==> config.mk <==
export PLATFORM = sky130hd
export DESIGN_NAME = fan_speed_scheduler
export DESIGN_NICKNAME = d
export VERILOG_FILES = /design/src/rtl/fan_speed_scheduler.sv
export SDC_FILE = /design/constraint.sdc
export NUM_CORES = 1
export LEC_CHECK = 0
export CORE_ASPECT_RATIO = 0.7
export CORE_MARGIN = 1.5
export CORE_UTILIZATION = 40
export CTS_BUF_LIST = sky130_fd_sc_hd__clkbuf_4
export DETAILED_ROUTE_END_ITERATION = 16
export GPL_ROUTABILITY_DRIVEN = 0
export PLACE_DENSITY = 0.69
export SYNTH_ARGS = -nofsm -noshare
export SYNTH_HDL_FRONTEND = slang
export SYNTH_SLANG_ARGS = --single-unit
==> constraint.sdc <==
create_clock -name clk -period 7 [get_ports clk]
set_input_delay 1.4 -clock clk [delete_from_list [all_inputs] [get_ports clk]]
set_output_delay 1.4 -clock clk [all_outputs]
set_load 0.05 [all_outputs]
==> src/rtl/fan_speed_scheduler.sv <==
// Fan speed scheduler: drives the fan at the highest zone-requested level, ramping with step/hold timing.
// Optional manual override (forces level 3) is built when FAN_SCHED_OVERRIDE_EN is defined.
module fan_speed_scheduler #(
    parameter int NUM_ZONES   = 4,
    parameter int STEP_CYCLES = 16,
    parameter int HOLD_CYCLES = 256,
    localparam int OWNER_W    = (NUM_ZONES > 1) ? $clog2(NUM_ZONES) : 1
) (
    input  logic                   clk,
    input  logic                   reset_n,
    input  logic [NUM_ZONES-1:0]   req_valid,
    input  logic [2*NUM_ZONES-1:0] req_level,
    input  logic                   override_btn,
    output logic [1:0]             speed,
    output logic [1:0]             target,
    output logic [OWNER_W-1:0]     owner,
    output logic                   busy,
    output logic                   ovr_active
);

    localparam int MAX_CNT = (STEP_CYCLES > HOLD_CYCLES) ? STEP_CYCLES : HOLD_CYCLES;
    localparam int CNT_W   = $clog2(MAX_CNT + 1);
    localparam logic [CNT_W-1:0] STEP_LAST = CNT_W'(STEP_CYCLES - 1);
    localparam logic [CNT_W-1:0] HOLD_LAST = CNT_W'(HOLD_CYCLES - 1);

    typedef enum logic [1:0] {
        STEADY    = 2'd0,
        UP        = 2'd1,
        DOWN_WAIT = 2'd2,
        DOWN      = 2'd3
    } state_t;

    state_t                      state;
    logic [CNT_W-1:0]            cnt;
    logic [NUM_ZONES-1:0][1:0]   lvl;
    logic [1:0]                  zone_max;
    logic [1:0]                  speed_up;
    logic [1:0]                  speed_dn;

    assign speed_up = speed + 2'd1;
    assign speed_dn = speed - 2'd1;
    assign busy     = (state != STEADY);

    always_comb begin
        zone_max = 2'd0;
        for (int i = 0; i < NUM_ZONES; i++) begin
            if (lvl[i] > zone_max) begin
                zone_max = lvl[i];
            end
        end
        target = ovr_active ? 2'd3 : zone_max;
    end

    // Scanning downward leaves the lowest matching zone index; all-zero levels resolve to zone 0.
    always_comb begin
        owner = '0;
        for (int i = NUM_ZONES - 1; i >= 0; i--) begin
            if (lvl[i] == target) begin
                owner = OWNER_W'(i);
            end
        end
        if (ovr_active) begin
            owner = '0;
        end
    end

    always_ff @(posedge clk) begin
        if (!reset_n) begin
            state <= STEADY;
            speed <= 2'd0;
            cnt   <= '0;
            lvl   <= '0;
        end else begin
            for (int i = 0; i < NUM_ZONES; i++) begin
                if (req_valid[i]) begin
                    lvl[i] <= req_level[2*i +: 2];
                end
            end

            case (state)
                STEADY: begin
                    if (target > speed) begin
                        speed <= speed_up;
                        cnt   <= '0;
                        state <= (speed_up == target) ? STEADY : UP;
                    end else if (target < speed) begin
                        cnt   <= '0;
                        state <= DOWN_WAIT;
                    end
                end
                UP: begin
                    if (target == speed) begin
                        cnt   <= '0;
                        state <= STEADY;
                    end else if (target < speed) begin
                        cnt   <= '0;
                        state <= DOWN_WAIT;
                    end else if (cnt == STEP_LAST) begin
                        speed <= speed_up;
                        cnt   <= '0;
                        if (speed_up == target) begin
                            state <= STEADY;
                        end
                    end else begin
                        cnt <= cnt + CNT_W'(1);
                    end
                end
                DOWN_WAIT: begin
                    if (target == speed) begin
                        cnt   <= '0;
                        state <= STEADY;
                    end else if (target > speed) begin
                        speed <= speed_up;
                        cnt   <= '0;
                        state <= (speed_up == target) ? STEADY : UP;
                    end else if (cnt == HOLD_LAST) begin
                        speed <= speed_dn;
                        cnt   <= '0;
                        state <= (speed_dn == target) ? STEADY : DOWN;
                    end else begin
                        cnt <= cnt + CNT_W'(1);
                    end
                end
                DOWN: begin
                    if (target == speed) begin
                        cnt   <= '0;
                        state <= STEADY;
                    end else if (target > speed) begin
                        speed <= speed_up;
                        cnt   <= '0;
                        state <= (speed_up == target) ? STEADY : UP;
                    end else if (cnt == STEP_LAST) begin
                        speed <= speed_dn;
                        cnt   <= '0;
                        if (speed_dn == target) begin
                            state <= STEADY;
                        end
                    end else begin
                        cnt <= cnt + CNT_W'(1);
                    end
                end
                default: begin
                    cnt   <= '0;
                    state <= STEADY;
                end
            endcase
        end
    end

`ifdef FAN_SCHED_OVERRIDE_EN
    logic btn;
    logic btn_prev;

    // A held button produces a single rising edge, so it toggles override only once.
    always_ff @(posedge clk) begin
        if (!reset_n) begin
            btn        <= 1'b0;
            btn_prev   <= 1'b0;
            ovr_active <= 1'b0;
        end else begin
            btn      <= override_btn;
            btn_prev <= btn;
            if (btn && !btn_prev) begin
                ovr_active <= !ovr_active;
            end
        end
    end
`else
    logic unused_override_btn;

    assign unused_override_btn = override_btn;
    assign ovr_active          = 1'b0;
`endif

endmodule

==> results.ini, run 1 <==
[run_status]
outcome = finished, final reports clean

[critical_path]
cp_slowest_cell = dlymetal6s2s_1
crit_chain = inv_1 > ha_1 > nor2_1 > o21ai_1 > nand3_1 > ha_1 > nor2b_1 > a2bb2oi_4 > nand3_1 > o31a_1 > ha_1 > nor2b_1 > o32ai_2 > a31oi_4 > nor2_4 > inv_2 > xnor2_1 > a21oi_1 > a221oi_1 > dlymetal6s2s_1
endpoint_kind = output port
crit_top_cell = ha_1
crit_path_max_incr_delay_ns = 0.45
rr_worst_depth = 20
crit_type = flip-flop to output port
r2r_setup_slack_ns = 2.25
arrival_ns = 5.04
cp_max_fo = 10
critPathLaunch = lvl[1]
r2r-start = lvl[1]
required_ns = 5.60
startpoint_type = flip-flop
r2r-end = cnt[5]

[routing]
drtAntennaViolNets = 0
drcViolationCount = 0
viasPerCell = 5.27
via_count = 1497
routedWlPerCell_um = 13.0
drt_wl_total_mm = 3.68
drtIter0Drc = 119
drtPass1Iterations = 4

[synth]
synth-edff-count = 0
ys_ff_latch = 21
ys_warn_count = 0
synth_compound_area_share_pct = 24.4
synth_nets = 245
synth_ff_type = dfxtp_1
synth-simple-area-share_pct = 22.4
synth_commonest_cells = dfxtp_1, inv_1, nor2b_1
synthArstFlopShare_pct = 0
ys_types = 52
syn_inst = 216
yosysTopAreaCell = dfxtp_1
syn_area_um2 = 1760
synth_top_family_by_area = compound AO/OA/AOI/OAI gates
ys_seq_area_share_pct = 23.9
synth-xor-area-share_pct = 4.98
yosys.area.top_type_share_pct = 23.9
syn-mean-instance-area_um2 = 8.14
synth_area_leaders = dfxtp_1, ha_1, mux2i_1
muxShareOfSynthArea_pct = 6.54
synthAdderAreaFrac_pct = 10.5

[cts]
cts-root-buf = clkbuf_4
clock-sinks = 21
cts_tree = built
htree_num_levels = 1
clockBufferDepth = 2
path_clk_slew_ns = 0.13
cts_setup_buffers = 0
clk_latency_ns = 0.32
cts-buffers-inserted = 3

[timing]
fin_ws_ns = 0.560
tns_ns = 0
relSlewSlack_pct = 62.1
finalSetupViolations = 0
maxSlewViolCount = 0
skew_ns = 0.00391
worstMarginPinSlew_ns = 0.566
finalCritPeriodShare_pct = 92.0
min_period_ns = 6.44
finalHoldViolCount = 0
fmax_mhz = 155
grt_setup_unrepaired = false
hold_ws_ns = 0.502

[finish]
diodes = 0
final_core_util_pct = 49.6
layout-drive-gt1-share_pct = 6.03
design_area_um2 = 2020
final_nets = 262
instances_no_fill = 284
area_growth_pct = 14.7

[power]
pwr-share-seq_pct = 26.4
p_leak_nw = 0.849
total_power_uw = 604
power_frac_clock_pct = 10.7
power.density_nw_per_um2 = 299
intPower_uw = 298
switching_share_pct = 50.7
irDropWorstVdd_mv = 0.124
p_sw_uw = 306
combinationalPowerShare_pct = 62.9

[floorplan]
start_util_pct = 43.3
die_w_um = 82.3
ios = 23
rows = 19
die_area_um2 = 4810
core_um2 = 4070
die_h_um = 58.5

[global_route]
grt_usage_pct = 16.5
antenna_found_initial = 0
grt_pass1_wl_mm = 6.12
globalRouteMet3Util_pct = 3.57
grt_max_degree = 18
gr-max-usage-layer = met1
grt_pass1_vias = 1313
use_met2_pct = 22.9
overflow = 0
met1_usage_pct = 25.7

[place]
port_buffers = 20
dp_slack_ns = 0.530
dpl.cell_count = 280
place_area_um2 = 1980
hpwl_mm = 2.92

[worst_hold_path]
hold_path_depth = 1
hold_end = cnt[3]
min_from = cnt[3]
min_path_type = flip-flop to flip-flop

[run]
cap_violations = 0

[power groups by stage]
stage | logic (mW) | registers [mW] | clock network (mW)
2_1_floorplan | 0.287 | 0.164 | 0
3_3_place_gp | 0.375 | 0.163 | 0
3_5_place_dp | 0.377 | 0.162 | 0
4_1_cts | 0.379 | 0.159 | 0.0672
5_1_grt | 0.412 | 0.164 | 0.0711
6_report | 0.380 | 0.160 | 0.0646
[final cells by class]
class / instances / area [um^2]
clock buffers: 3 / 22.5
multi-input cells: 165 / 1210
fillers: 398 / 2050
flip-flops and latches: 21 / 420
clock inverters: 1 / 7.51
well taps: 52 / 65.1
repair buffers: 20 / 205
inverters: 22 / 82.6
[placed cells by master (no fill, tap or decap), types with 3 or more instances in the layout]
| cell type | n |
|---|---|
| nand2b_1 | 7 |
| a21oi_1 | 12 |
| ha_1 | 14 |
| dfxtp_1 | 21 |
| clkdlybuf4s50_1 | 18 |
| nand3_1 | 9 |
| xor2_1 | 4 |
| and3_1 | 5 |
| nand2_1 | 14 |
| inv_1 | 21 |
| mux2i_1 | 10 |
| a31oi_1 | 8 |
| clkbuf_4 | 3 |
| nor2_1 | 14 |
| o21ai_0 | 5 |
| xnor2_1 | 6 |
| nor2b_1 | 15 |
| a22oi_1 | 4 |
[layer usage]
layer  routed length [um]  up-vias
li1                     -      791
met5                    0        -
met2                 1420       40
met3                  227        4
met1                 2030      662
met4                   12        0
[cells by family (layout without fill, tap and decap cells)]
logic type / count (synthesis) / in the layout
xor gates and xnor gates: 10 / 10
AOI/OAI and AO/OA: 54 / 54
muxes: 11 / 11
adders and majority gates: 15 / 15
buffers and inverters: 30 / 46
DFF: 21 / 21
and+or+nand+nor: 74 / 74
other: 1 / 1
[worst max-delay path: cells and delay by family, from the launching register on]
family                     cells  cell delay (ns)
AOI/OAI and AO/OA              7             1.43
and+or+nand+nor                6             1.02
adders and majority gates      3             0.97
buffers and inverters          3             0.72
DFF                            1             0.40
xor gates and xnor gates       1             0.17
[repair_timing]
| action | CTS | global route |
|---|---|---|
| hold buffers | 0 | 0 |
| resized for setup | 0 | 2 |
| setup endpoints to repair | 0 | 2 |
[worst max path at each step]
stage / endpoint / slack, ns / cells past startpoint
after global placement: owner[1] / 0.64 / 20
final: owner[1] / 0.56 / 20
after CTS: owner[1] / 0.14 / 20
after global routing: owner[1] / 0.23 / 20
after floorplan: owner[1] / 0.70 / 19
after detailed placement: owner[1] / 0.53 / 20
[registers in the layout, summed over array words and instances, names as in the netlist]
register,cells
cnt,9
state,2
speed,2
lvl,8
Note: power is estimated with default switching activity, not from simulation.
==> run 2, diff against run 1 <==
REMOVE_ABC_BUFFERS = 1   (was default)
SKIP_LAST_GASP = 1   (was default)
==> run 2 against run 1 <==
  * Non-clock buffer count unchanged
  * First-iteration DRC count grew 23%
  * Sequential power about the same
  * Wire length grew 2.6%
  * Critical endpoint unchanged
==> results.ini, run 2 (synthesized netlist as in run 1, its figures left out) <==
[routing]
via_count = 1518
drt_wl_total_mm = 3.78
viasPerCell = 5.35
drcViolationCount = 0
drtAntennaViolNets = 0
routedWlPerCell_um = 13.3
drtIter0Drc = 146
drtPass1Iterations = 4

[cts]
cts-buffers-inserted = 3
cts_tree = built
clockBufferDepth = 2
cts_setup_buffers = 0
clk_latency_ns = 0.33
cts-root-buf = clkbuf_4
path_clk_slew_ns = 0.12
htree_num_levels = 1
clock-sinks = 21

[finish]
area_growth_pct = 14.7
final_cell_mix = inv_1, dfxtp_1, clkdlybuf4s50_1, nor2b_1
instances_no_fill = 284
layout-drive-gt1-share_pct = 6.03
largest_reg_flops = 9
top_register = cnt
reg.largest.list = cnt: 9 flops, lvl: 8 flops
final_nets = 262
diodes = 0
design_area_um2 = 2020

[run]
cap_violations = 0

[worst_hold_path]
min_path_type = flip-flop to flip-flop
min_from = cnt[2]

[global_route]
use_met2_pct = 22.4
overflow = 0
grt_pass1_wl_mm = 6.31
met1_usage_pct = 27.2
grt_pass1_vias = 1331
globalRouteMet3Util_pct = 3.72
grt_max_degree = 18
gr-max-usage-layer = met1
grt_usage_pct = 17.1
antenna_found_initial = 0

[power]
total_power_uw = 609
power_frac_clock_pct = 10.5
switching_share_pct = 51.0
p_sw_uw = 311
intPower_uw = 298
pwr-share-seq_pct = 26.5
combinationalPowerShare_pct = 63.0
irDropWorstVdd_mv = 0.179
power.density_nw_per_um2 = 302
p_leak_nw = 0.849

[critical_path]
startpoint_type = flip-flop
r2r-end = cnt[2]
endpoint_kind = output port
endpoint = owner[1]
required_ns = 5.60
cp_max_fo = 10
critPathLaunch = lvl[2]
r2r-start = lvl[2]
arrival_ns = 5.00
r2r_setup_slack_ns = 2.36
rr_worst_depth = 20
crit_type = flip-flop to output port

[timing]
finalCritPeriodShare_pct = 91.4
relSlewSlack_pct = 61.5
finalHoldViolCount = 0
hold_ws_ns = 0.501
grt_setup_unrepaired = false
maxSlewViolCount = 0
min_period_ns = 6.40
finalSetupViolations = 0
worstMarginPinSlew_ns = 0.576
skew_ns = 0.00322
fmax_mhz = 156
tns_ns = 0

[floorplan]
rows = 19
die_h_um = 58.5
ios = 23
start_util_pct = 43.3
core_um2 = 4070
die_w_um = 82.3
die_area_um2 = 4810

[run_status]
outcome = finished, final reports clean

[place]
place_area_um2 = 1980
hpwl_mm = 2.88
dpl.cell_count = 280
port_buffers = 20

run 2: repair_timing:
item,4_1_cts,5_1_grt
hold buffers,0,0
gates resized for setup,0,2
setup endpoints to repair,0,2
run 2: power by group through the flow:
stage	logic, mW	registers [mW]	clock network [mW]
global route	0.413	0.164	0.0716
floorplan	0.273	0.171	0
detailed placement	0.378	0.162	0
CTS	0.380	0.160	0.0680
finish	0.384	0.161	0.0639
global placement	0.375	0.163	0
run 2: cell type report:
cell class / count / area (um^2)
fillers: 404 / 2050
multi-input cells: 165 / 1210
flip-flops and latches: 21 / 420
repair buffers: 20 / 205
inverters: 22 / 82.6
well taps: 52 / 65.1
clock buffers: 3 / 22.5
clock inverters: 1 / 7.51
run 2: stage by stage:
stage          worst slack, ns  util, %
2_1_floorplan            0.700        -
3_3_place_gp             0.682     48.8
3_5_place_dp             0.572     48.8
4_1_cts                  0.169     49.5
5_1_grt                  0.265     49.6
6_report                 0.603     49.6
run 2: metal layers:
metal	share of wire [%]	vias to the layer above
li1	-	790
met1	55	686
met2	38	37
met3	5.7	5
met4	1.2	0
met5	0	-
run 2: critical path, cell delays in order (launching register included):
cell            delay, ns
dfxtp_1              0.43
inv_1                0.07
ha_1                 0.31
nor2b_1              0.14
o21ai_1              0.29
nand3_1              0.13
ha_1                 0.29
nor2b_1              0.34
a2bb2oi_4            0.20
nand3_1              0.10
o31a_1               0.16
ha_1                 0.28
nor2b_1              0.26
o32ai_2              0.14
a31oi_4              0.30
nor2_4               0.09
inv_2                0.19
xnor2_1              0.16
a21oi_1              0.10
a221oi_1             0.22
dlymetal6s2s_1       0.46
run 2: worst min path at each step:
stage	to	slack, ns	depth (start not counted)
finish	cnt[2]	0.50	1
global route	cnt[3]	0.54	1
CTS	cnt[3]	0.50	1
detailed placement	cnt[3]	0.48	1
global placement	cnt[3]	0.47	1
floorplan	cnt[3]	0.44	1
==> edit (settings of run 2) <==
Change the parameter `STEP_CYCLES` from 16 to 32.
--- a/src/rtl/fan_speed_scheduler.sv
+++ b/src/rtl/fan_speed_scheduler.sv
@@ -3,5 +3,5 @@
 module fan_speed_scheduler #(
     parameter int NUM_ZONES   = 4,
-    parameter int STEP_CYCLES = 16,
+    parameter int STEP_CYCLES = 32,
     parameter int HOLD_CYCLES = 256,
     localparam int OWNER_W    = (NUM_ZONES > 1) ? $clog2(NUM_ZONES) : 1
Behaviour: no difference found for any inputs over 10 cycles, from zero or initial values and one cycle with reset_n low; that may be too few to reach the edited logic, so the function may still have changed.
==> edit against run 2 <==
Largest cell class unchanged. Largest power group unchanged. Sequential power is 2% higher. Synthesized area up 5.5%. Cell count rose by 4.9%. Wire length rose by 2.9%. First-iteration DRC count is 42% higher. Sequential cell count did not move. Non-clock buffer count increased by 2. Design area up 5.2%. Clock power grew 4.4%. Worst setup slack got worse by 0.094 ns. Power increased by 17%.
==> edit: results (changes against run 2) <==
[global_route]
grt_pass1_vias=1374  ; was 1,331
met3_usage_pct=2.624  ; was 3.721%
grt_max_degree=23  ; was 18
grt_pass1_wl_mm=6.568  ; was 6.306 mm
grt_usage_pct=16.24  ; was 17.12%
grtUsageMet2_pct=20.34  ; was 22.42%
gr-usage-met1_pct=26.97  ; was 27.15%

[finish]
bufAreaShareNonClock_pct=10.14  ; was 10.17%
clock_area_share_pct=1.414  ; was 1.488%
multi_input_area_share_pct=62.23  ; was 60.20%
clock_buffers=4  ; was 3
drive_gt1_share_pct=7.407  ; was 6.034%
seq_cell_count=21  ; unchanged
finalNetCount=273  ; was 262
n_fill_cell=431  ; was 404
nMultiInputCombCells=178  ; was 165
inverters=18  ; was 22
areaGrowthSynthToFinish_pct=14.35  ; was 14.72%
nNonClkBuffers=22  ; was 20

[timing]
holdWs_ns=0.5110  ; was 0.5008 ns
period_needed_ns=6.491  ; was 6.397 ns
relSlewSlack_pct=59.39  ; was 61.49%
finClkSkew_ns=0.01879  ; was 0.003216 ns

[clock_tree]
htreeDepth=1  ; unchanged
post-cts-setup-buffers=0  ; unchanged
postCtsResizedCells=0  ; unchanged

[yosys]
synthMuxAreaShare_pct=7.008  ; was 6.543%
yosysWarningCount=0  ; unchanged
synthXorXnorAreaFrac_pct=5.660  ; was 4.979%
ys.flop_type=dfxtp_1  ; unchanged
syn_inst=228  ; was 216
synth.top_cells.by_area=dfxtp_1 (23%), ha_1 (9.4%), mux2i_1 (7.0%)  ; was dfxtp_1 (24%), ha_1 (10%), mux2i_1 (5.7%)
ys_seq_area_share_pct=22.64  ; was 23.90%
synth_fa_ha_area_share_pct=9.434  ; was 10.53%
synthArstFlopShare_pct=0  ; unchanged
synth.distinct_cells=54  ; was 52
synth_compound_area_share_pct=27.29  ; was 24.40%
yosys-top-cells-count=dfxtp_1 (21), nand2_1 (20), inv_1 (18)  ; was dfxtp_1 (21), inv_1 (21), nor2b_1 (15)

[placed_design]
dpl.hpwl_mm=2.987  ; was 2.878 mm
place_ws_ns=0.8554  ; was 0.5722 ns
numPlacedInstances=294  ; was 280
placed_area_um2=2093  ; was 1983 um2

[pwr]
power_frac_comb_pct=67.5  ; was 63.0%
clkPwrFrac_pct=9.4  ; was 10.5%
swShare_pct=50.84  ; was 51.04%
p_leak_nw=0.8656  ; was 0.8486 nW
intPower_mw=0.3506  ; was 0.2980 mW
ir_drop_uv=231.5  ; was 179.1 uV

[critical_path]
crit_end=owner[1]  ; unchanged
cp_data_arrival_time_ns=5.09  ; was 5.00 ns
r2r-end=cnt[3]$_SDFFE_PN0N_  ; was cnt[2]$_SDFFE_PN0N_
r2r_cells=20  ; unchanged
r2r_slack_ns=2.43  ; was 2.36 ns
critPathMaxFanout=7  ; was 10

[drt]
num_vias=1628  ; was 1,518
via_per_inst=5.463  ; was 5.345
wl_per_cell_um=13.04  ; was 13.31 um
drtIter0Drc=207  ; was 146

[run_status]
status=completed  ; unchanged

==> edit: routing by layer <==
| layer | share of wire [%] | routed length, um | vias to the layer above |
|---|---|---|---|
| li1 | - | - | 840 |
| met1 | 55 | 2136 | 731 |
| met2 | 37 | 1449 | 52 |
| met3 | 6.5 | 253 | 5 |
| met4 | 1.2 | 47 | 0 |
| met5 | 0 | 0 | - |
==> edit: worst max-delay path: stages, from the launching register on <==
cell             delay (ns)
dfxtp_1                0.49
inv_1                  0.08
ha_1                   0.20
o21bai_1               0.18
nand2_1                0.13
o21a_1                 0.19
ha_1                   0.29
nor2_1                 0.12
a32oi_2                0.08
o211ai_4               0.18
nand2_1                0.15
ha_1                   0.30
inv_1                  0.04
o22ai_2                0.33
nor2_2                 0.16
a21oi_1                0.49
xnor2_1                0.16
nor2_1                 0.12
nor2_1                 0.05
a221oi_1               0.20
clkdlybuf4s50_1        0.85
